<file path="config.mk">
export PLATFORM = sky130hd
export DESIGN_NAME = hazard_forward_unit
export DESIGN_NICKNAME = d
export VERILOG_FILES = /design/src/rtl/hazard_forward_unit.sv
export SDC_FILE = /design/constraint.sdc
export NUM_CORES = 1
export LEC_CHECK = 0
export ABC_CLOCK_PERIOD_IN_PS = 5610
export BUFFER_PORTS_ARGS = -buffer_cell sky130_fd_sc_hd__buf_4
export CAP_MARGIN = 20
export CORE_ASPECT_RATIO = 0.6
export CORE_MARGIN = 5
export CORE_UTILIZATION = 58
export CTS_CLUSTER_DIAMETER = 50
export DETAILED_ROUTE_END_ITERATION = 10
export PLACE_DENSITY = 0.9
export SYNTH_ARGS = -nofsm -noshare
export SYNTH_HDL_FRONTEND = slang
export SYNTH_SLANG_ARGS = --single-unit
</file>
<file path="constraint.sdc">
create_clock -name clock -period 5.61 [get_ports clock]
set_input_delay 1.122 -clock clock [delete_from_list [all_inputs] [get_ports clock]]
set_output_delay 1.122 -clock clock [all_outputs]
set_load 0.1 [all_outputs]
</file>
<file path="src/rtl/hazard_forward_unit.sv">
`default_nettype none
// ============================================================================
// Module  : hazard_forward_unit
// Purpose : EX/MEM/WB shadow scoreboard that drives the EX forwarding selects,
//           the load-use stall controls and a taken-branch flush sequencer.
// Revision: 1.0 - initial release
// ============================================================================
module hazard_forward_unit #(
  parameter int FLUSH_CYCLES = 1,
  parameter bit R0_HARDWIRED = 1'b1
) (
  input  logic        clock,
  input  logic        reset,
  input  logic        id_valid,
  input  logic [2:0]  id_rs,
  input  logic [2:0]  id_rt,
  input  logic        id_uses_rs,
  input  logic        id_uses_rt,
  input  logic [2:0]  id_dest,
  input  logic        id_regwrite,
  input  logic        id_memread,
  input  logic        ex_branch_taken,
  output logic [1:0]  saidaAfw,
  output logic [1:0]  saidaBfw,
  output logic        pc_write,
  output logic        ifid_write,
  output logic        idex_bubble,
  output logic        flush,
  output logic [15:0] stall_count
);

  typedef struct packed {
    logic       valid;
    logic [2:0] rs;
    logic [2:0] rt;
    logic       usesRs;
    logic       usesRt;
    logic [2:0] dest;
    logic       regWrite;
    logic       memRead;
  } slot_t;

  typedef enum logic [0:0] {
    RUN   = 1'b0,
    FLUSH = 1'b1
  } state_t;

  localparam logic [2:0] c_flushReload = 3'(FLUSH_CYCLES - 1);
  localparam logic [1:0] c_selBank     = 2'b00;
  localparam logic [1:0] c_selMem      = 2'b10;
  localparam logic [1:0] c_selWb       = 2'b01;

  slot_t       r_exSlot;
  slot_t       r_memSlot;
  slot_t       r_wbSlot;
  slot_t       w_idSlot;
  state_t      r_state;
  state_t      w_nextState;
  logic [2:0]  r_cnt;
  logic [2:0]  w_nextCnt;
  logic [15:0] r_stallCount;
  logic        w_loadUse;
  logic        w_stallApplied;

  function automatic logic slotMatch(input slot_t s, input logic [2:0] r);
    return s.valid && s.regWrite && (s.dest == r) && !(R0_HARDWIRED && (r == 3'd0));
  endfunction

  // MEM holds the younger result, so it wins over WB for the same register.
  function automatic logic [1:0] fwdSel(input logic uses, input logic [2:0] r,
                                        input slot_t mem, input slot_t wb);
    if (uses && slotMatch(mem, r))
      return c_selMem;
    else if (uses && slotMatch(wb, r))
      return c_selWb;
    else
      return c_selBank;
  endfunction

  always_comb begin
    w_idSlot          = '0;
    w_idSlot.valid    = 1'b1;
    w_idSlot.rs       = id_rs;
    w_idSlot.rt       = id_rt;
    w_idSlot.usesRs   = id_uses_rs;
    w_idSlot.usesRt   = id_uses_rt;
    w_idSlot.dest     = id_dest;
    w_idSlot.regWrite = id_regwrite;
    w_idSlot.memRead  = id_memread;
  end

  assign w_loadUse = id_valid && r_exSlot.memRead &&
                     ((id_uses_rs && slotMatch(r_exSlot, id_rs)) ||
                      (id_uses_rt && slotMatch(r_exSlot, id_rt)));

  assign saidaAfw = fwdSel(r_exSlot.valid && r_exSlot.usesRs, r_exSlot.rs, r_memSlot, r_wbSlot);
  assign saidaBfw = fwdSel(r_exSlot.valid && r_exSlot.usesRt, r_exSlot.rt, r_memSlot, r_wbSlot);
  assign stall_count = r_stallCount;

  always_comb begin
    w_nextState    = r_state;
    w_nextCnt      = r_cnt;
    pc_write       = 1'b1;
    ifid_write     = 1'b1;
    idex_bubble    = 1'b0;
    flush          = 1'b0;
    w_stallApplied = 1'b0;
    // While reset is held every input is ignored and the controls sit idle.
    if (!reset) begin
      unique case (r_state)
        RUN: begin
          if (ex_branch_taken) begin
            flush       = 1'b1;
            idex_bubble = 1'b1;
            if (FLUSH_CYCLES > 1) begin
              w_nextState = FLUSH;
              w_nextCnt   = c_flushReload;
            end
          end else if (w_loadUse) begin
            pc_write       = 1'b0;
            ifid_write     = 1'b0;
            idex_bubble    = 1'b1;
            w_stallApplied = 1'b1;
          end
        end
        FLUSH: begin
          flush       = 1'b1;
          idex_bubble = 1'b1;
          w_nextCnt   = r_cnt - 3'd1;
          if (r_cnt == 3'd1)
            w_nextState = RUN;
        end
        default: w_nextState = RUN;
      endcase
    end
  end

  always_ff @(posedge clock) begin
    if (reset) begin
      r_exSlot     <= '0;
      r_memSlot    <= '0;
      r_wbSlot     <= '0;
      r_state      <= RUN;
      r_cnt        <= '0;
      r_stallCount <= '0;
    end else begin
      r_wbSlot  <= r_memSlot;
      r_memSlot <= r_exSlot;
      if (idex_bubble || !id_valid)
        r_exSlot <= '0;
      else
        r_exSlot <= w_idSlot;
      r_state <= w_nextState;
      r_cnt   <= w_nextCnt;
      if (w_stallApplied && (r_stallCount != 16'hFFFF))
        r_stallCount <= r_stallCount + 16'd1;
    end
  end

endmodule
`default_nettype wire

</file>
# Word-level counts from Yosys, hierarchy flattened
# Index checks and enable logic that the tools add are counted.
# W data, S select, Z words.
word_totals:
  output_inout_bits: 24
  wordCells: 87
  inputBits: 17
  regBits: 44
op_classes:
  add_sub_neg: 2
  n_eq_ne: 8
  mux: 20
  reduce_logical: 39
  bitwise: 1
ops:
  columns: ["cell", "n"]
  rows:
  - ["$logic_and A1 B1 Y1", 26]
  - ["$eq A3 B3 Y1", 6]
  - ["$add A16 B1 Y16 const B", 1]
  - ["$ne A16 B16 Y1 const B", 1]
  - ["$mux W1", 15]
  - ["$mux W14", 1]
  - ["$logic_not A3 Y1", 4]
  - ["$logic_not A1 Y1", 5]
  - ["$mux W2", 2]
  - ["$pmux W1 S2", 2]
  - ["$reduce_or A2 Y1", 2]
  - ["$eq A3 B1 Y1 const B", 1]
  - ["$sub A3 B1 Y3 const B", 1]
  - ["$logic_or A1 B1 Y1", 2]
  - ["$not A1 Y1", 1]

# Longest topological paths before layout
logic_depth:
  ltp_word: 12
  mapped_depth: 9
  ltp_nobuf: 6

# Least setup slack after synthesis
# Ideal clock, no wire load.
synth_path:
  path_kind: "register -> output"
  startpoint: "register r_memSlot[3] in the netlist's numbering"
  endpoint: "output saidaBfw[0]"
  required_time_ns: 4.488
  setup_slack_ns: -0.093
  t_arrival_ns: 4.581
  path_stages_with_launch: 8
  path_buffers: 1
  path_cell_list: "dfxtp_1 -> clkbuf_1 -> nor3b_1 -> a21oi_1 -> nor3_1 -> a31oi_1 -> nor3_1 -> nor4_1"
synth_via:
  elab_chain_len: 5
synth_rtl:
  columns: ["element", "line_no", "text"]
  rows:
  - ["start, declared", "54", "slot_t r_memSlot;"]
  - ["start signal, assigned", "148", "r_memSlot <= r_exSlot;"]
  - ["$eq A3 B3 Y1", "66", "return s.valid && s.regWrite && (s.dest == r) && !(R0_HARDWIRED && (r == 3'd0));"]
  - ["$logic_and A1 B1 Y1 (2 in a row)", "66", null]
  - ["$logic_and A1 B1 Y1", "72", "if (uses && slotMatch(mem, r))"]
  - ["$mux W2", "72", null]
  - ["end, declared", "24", "output logic [1:0] saidaBfw,"]
# No other way between the ends.

# Final worst setup path
layout_path:
  startpoint: "input id_rs[2]"
  endpoint: "output idex_bubble"
layout_via:
  elab_chain_len: 10
  elab_cells_between_ends: 12
  cone_classes: "1 x eq/ne; 4 x mux; 7 x reduce/logical"
layout_rtl:
  columns: ["element", "line_no", "text"]
  rows:
  - ["start, declared", "15", "input logic [2:0] id_rs,"]
  - ["$eq A3 B3 Y1 / $logic_not A3 Y1 (equally long branches)", "66", null]
  - ["$logic_and A1 B1 Y1 / $logic_not A1 Y1 (equally long branches)", "66", null]
  - ["$logic_and A1 B1 Y1 *", "66", null]
  - ["$logic_and A1 B1 Y1 *", "93", "((id_uses_rs && slotMatch(r_exSlot, id_rs)) ||"]
  - ["$logic_or A1 B1 Y1 *", "93", null]
  - ["$logic_and A1 B1 Y1 *", "92", "assign w_loadUse = id_valid && r_exSlot.memRead &&"]
  - ["$mux W1 *", "119", "end else if (w_loadUse) begin"]
  - ["$mux W1 *", "112", "if (ex_branch_taken) begin"]
  - ["$pmux W1 S2 *", "110", "unique case (r_state)"]
  - ["$mux W1 *", "109", "if (!reset) begin"]
  - ["end, declared", "27", "output logic idex_bubble,"]
# Every way passes the cells marked *; elsewhere a longest branch is shown, timed or not.

==> flow_metrics.tcl <==
set metrics [dict create \
    crit_path_end_kind "primary output" \
    root_buffer "clkbuf_8" \
    p_per_area_nw_per_um2 247 \
    route.detailed.drc 0 \
    hold_depth 1 \
    post_cts_buffers 0 \
    mostFrequentLayoutCell "dfxtp_1" \
    viasPerCell 5.76 \
    slew_headroom 0.520 \
    first_pass_iters 4 \
    async_flop_share 0 \
    num_vias 1781 \
    dieArea_um2 4860 \
    worstPathCellList "buf_4 > or3b_1 > a211o_1 > a21oi_4 > or2_1 > a41o_1 > buf_4" \
    hold_viol_final 0 \
    ios 41 \
    worstHoldPathType "reg -> reg" \
    path_buf_inv 2 \
    finClkSkew_ps 9.49 \
    comb_power_share 0.056 \
    fin_crit_sh 0.714 \
    dp_hpwl_um 3350 \
    fp.dieH_um 56.0 \
    cts_resized 0 \
    yosysSeqAreaShare 0.430 \
    rr_worst_depth 6 \
    initial_core_util 0.616 \
    rows 16 \
    clock_power_share 0.421 \
    worst-setup-path-type "in -> out" \
    drive_gt1_frac 0.212 \
    wl_per_cell_um 14.5 \
    cp_top_family "compound AO/OA/AOI/OAI gates" \
    p_total_w 0.000613 \
    gp_congestion 0.785 \
    p_sw_w 0.000125 \
    drv_slew 0 \
    nets 283 \
    crit_path_start_kind "input port" \
    ys.flop_type "dfxtp_1" \
    core_area_um2 3320 \
    max-cap-violations 0 \
    grt_pass1_vias 1655 \
    leakage_nw 0.931 \
    synth_fp_nets 248 \
    die_w_um 86.7 \
    crit_path_frequent_cell "buf_4" \
    clk_latency_ps 300 \
    synth-edff-count 0 \
    grt_usage 0.192 \
    worstPathRequired_ps 4490 \
    ir_drop_uv 180 \
    critPathMaxFanout 6 \
    sw_frac_of_total 0.203 \
    crit_slowest_cell "or3b_1" \
    io_buffers 40 \
    seqPwrFrac 0.524 \
    intPower_w 0.000489 \
    fin_crit_ps 4010 \
    antenna_found_initial 0 \
    drtIter0Drc 118 \
    rsz0062_at_grt "no" \
    max_stage_delay_ps 360 \
    cts_buffer_depth 2 \
    grt_pass1_wl_um 7470 \
    clkSinkCount 44 \
    ant_nets 0 \
    setup_viol 0 \
    design_area_um2 2480 \
    htree_levels 2 \
    final_cell_mix "dfxtp_1, buf_4, a21oi_1" \
    syn_avg_cell_area_um2 8.98 \
    ctsHoldBuffers 0 \
    ys_warn_count 0 \
    clock.fmax_mhz 250 \
    synthDistinctLibCells 44 \
    status "finished clean" \
    worstPathArrival_ps 2880 \
    clkSlewWorstSetupHoldPaths_ps 80 \
    synthCells 228 \
    area_delta_synth_final_pct 21.3 \
    grt_overflow 0 \
    ys_ff_latch 44 \
    setup-tns-final_ps 0 \
    worstMarginPinSlew_ps 719 \
    cts_tree "done" \
    crit_cells 7 \
    cts_buffers 5 \
    insertedDiodeCount 0 \
    routed_wl_um 4490 \
    grt_start_max_net_pins 32 \
    place_area_um2 2360 \
    syn_area_um2 2050 \
]
-- registers in the layout, summed over array words and instances, names as in the netlist --
register,count
r_cnt,3
r_exSlot,14
r_memSlot,5
r_state,1
r_wbSlot,5
stall_count,16
-- cell type report --
| cell class | instances | area [um2] |
|---|---|---|
| inverters | 4 | 15.0 |
| fillers | 252 | 840 |
| repair buffers | 40 | 300 |
| clock inverters | 1 | 30.0 |
| flip-flops and latches | 44 | 881 |
| well taps | 45 | 56.3 |
| clock buffers | 7 | 96.3 |
| multi-input cells | 168 | 1100 |
-- metal layers --
metal | vias to the layer above | track usage | share of wire
li1 | 889 | - | -
met1 | 836 | 0.274 | 0.51
met2 | 50 | 0.276 | 0.43
met3 | 6 | 0.0592 | 0.055
met4 | 0 | 0.0533 | 0.0094
met5 | - | 0 | 0
-- path summary, 6_finish.rpt --
| path | endpoint | start | slack [ps] |
|---|---|---|---|
| worst min-delay path | r_wbSlot[13]$_SDFF_PP0_ | r_memSlot[13]$_SDFF_PP0_ | 490 |
| worst max register to register | stall_count[5]$_SDFFE_PP0P_ | r_exSlot[4]$_SDFF_PP0_ | 3400 |
| worst min register to register | r_wbSlot[13]$_SDFF_PP0_ | r_memSlot[13]$_SDFF_PP0_ | 490 |
| worst max-delay path | idex_bubble | id_rs[2] | 1600 |
-- power by group through the flow --
stage / logic [W] / registers (W) / clock network (W)
after floorplan: 0.0000216 / 0.000326 / 0
after global placement: 0.0000334 / 0.000328 / 0
after detailed placement: 0.0000341 / 0.000328 / 0
after CTS: 0.0000343 / 0.000321 / 0.000262
after global routing: 0.0000370 / 0.000322 / 0.000275
final: 0.0000342 / 0.000321 / 0.000258
-- logic make-up after synthesis --
| group | share of synthesized area |
|---|---|
| AO/OA/AOI/OAI | 0.154 |
| flip-flops | 0.430 |
| adder cells (fa/ha/maj) | 0.0183 |
| AND/OR/NAND/NOR | 0.293 |
| XOR/XNOR | 0.0641 |
| multiplexers | 0.00489 |
| buffers and inverters | 0.0354 |
-- cells in the mapped netlist, types with 4 or more instances --
| library cell | count | area (um2) |
|---|---|---|
| and2_1 | 14 | 87.6 |
| a31oi_1 | 5 | 31.3 |
| nand4_1 | 8 | 50.1 |
| dfxtp_1 | 44 | 881 |
| o21ai_0 | 6 | 30.0 |
| xor2_1 | 6 | 52.6 |
| clkbuf_1 | 9 | 33.8 |
| nor3_1 | 9 | 45.0 |
| or3_1 | 6 | 37.5 |
| xnor2_1 | 9 | 78.8 |
| nor2b_1 | 11 | 68.8 |
| nor3b_1 | 4 | 30.0 |
| o31ai_1 | 5 | 37.5 |
| inv_1 | 4 | 15.0 |
| nand2_1 | 10 | 37.5 |
| a21oi_1 | 15 | 75.1 |
| nor2_1 | 12 | 45.0 |
| nand3_1 | 10 | 50.1 |
-- metrics by stage --
stage / util / hold WS, ps / cells / setup WS (ps)
6_report: 0.747 / 486 / 309 / 1600
5_1_grt: 0.747 / 495 / 309 / 1530
4_1_cts: 0.747 / 484 / 309 / 1610
3_5_place_dp: 0.709 / 481 / 301 / 1630
3_3_place_gp: 0.709 / 468 / 301 / 1670
2_1_floorplan: - / 456 / 228 / 347
Power figures use the tool's default switching activity.
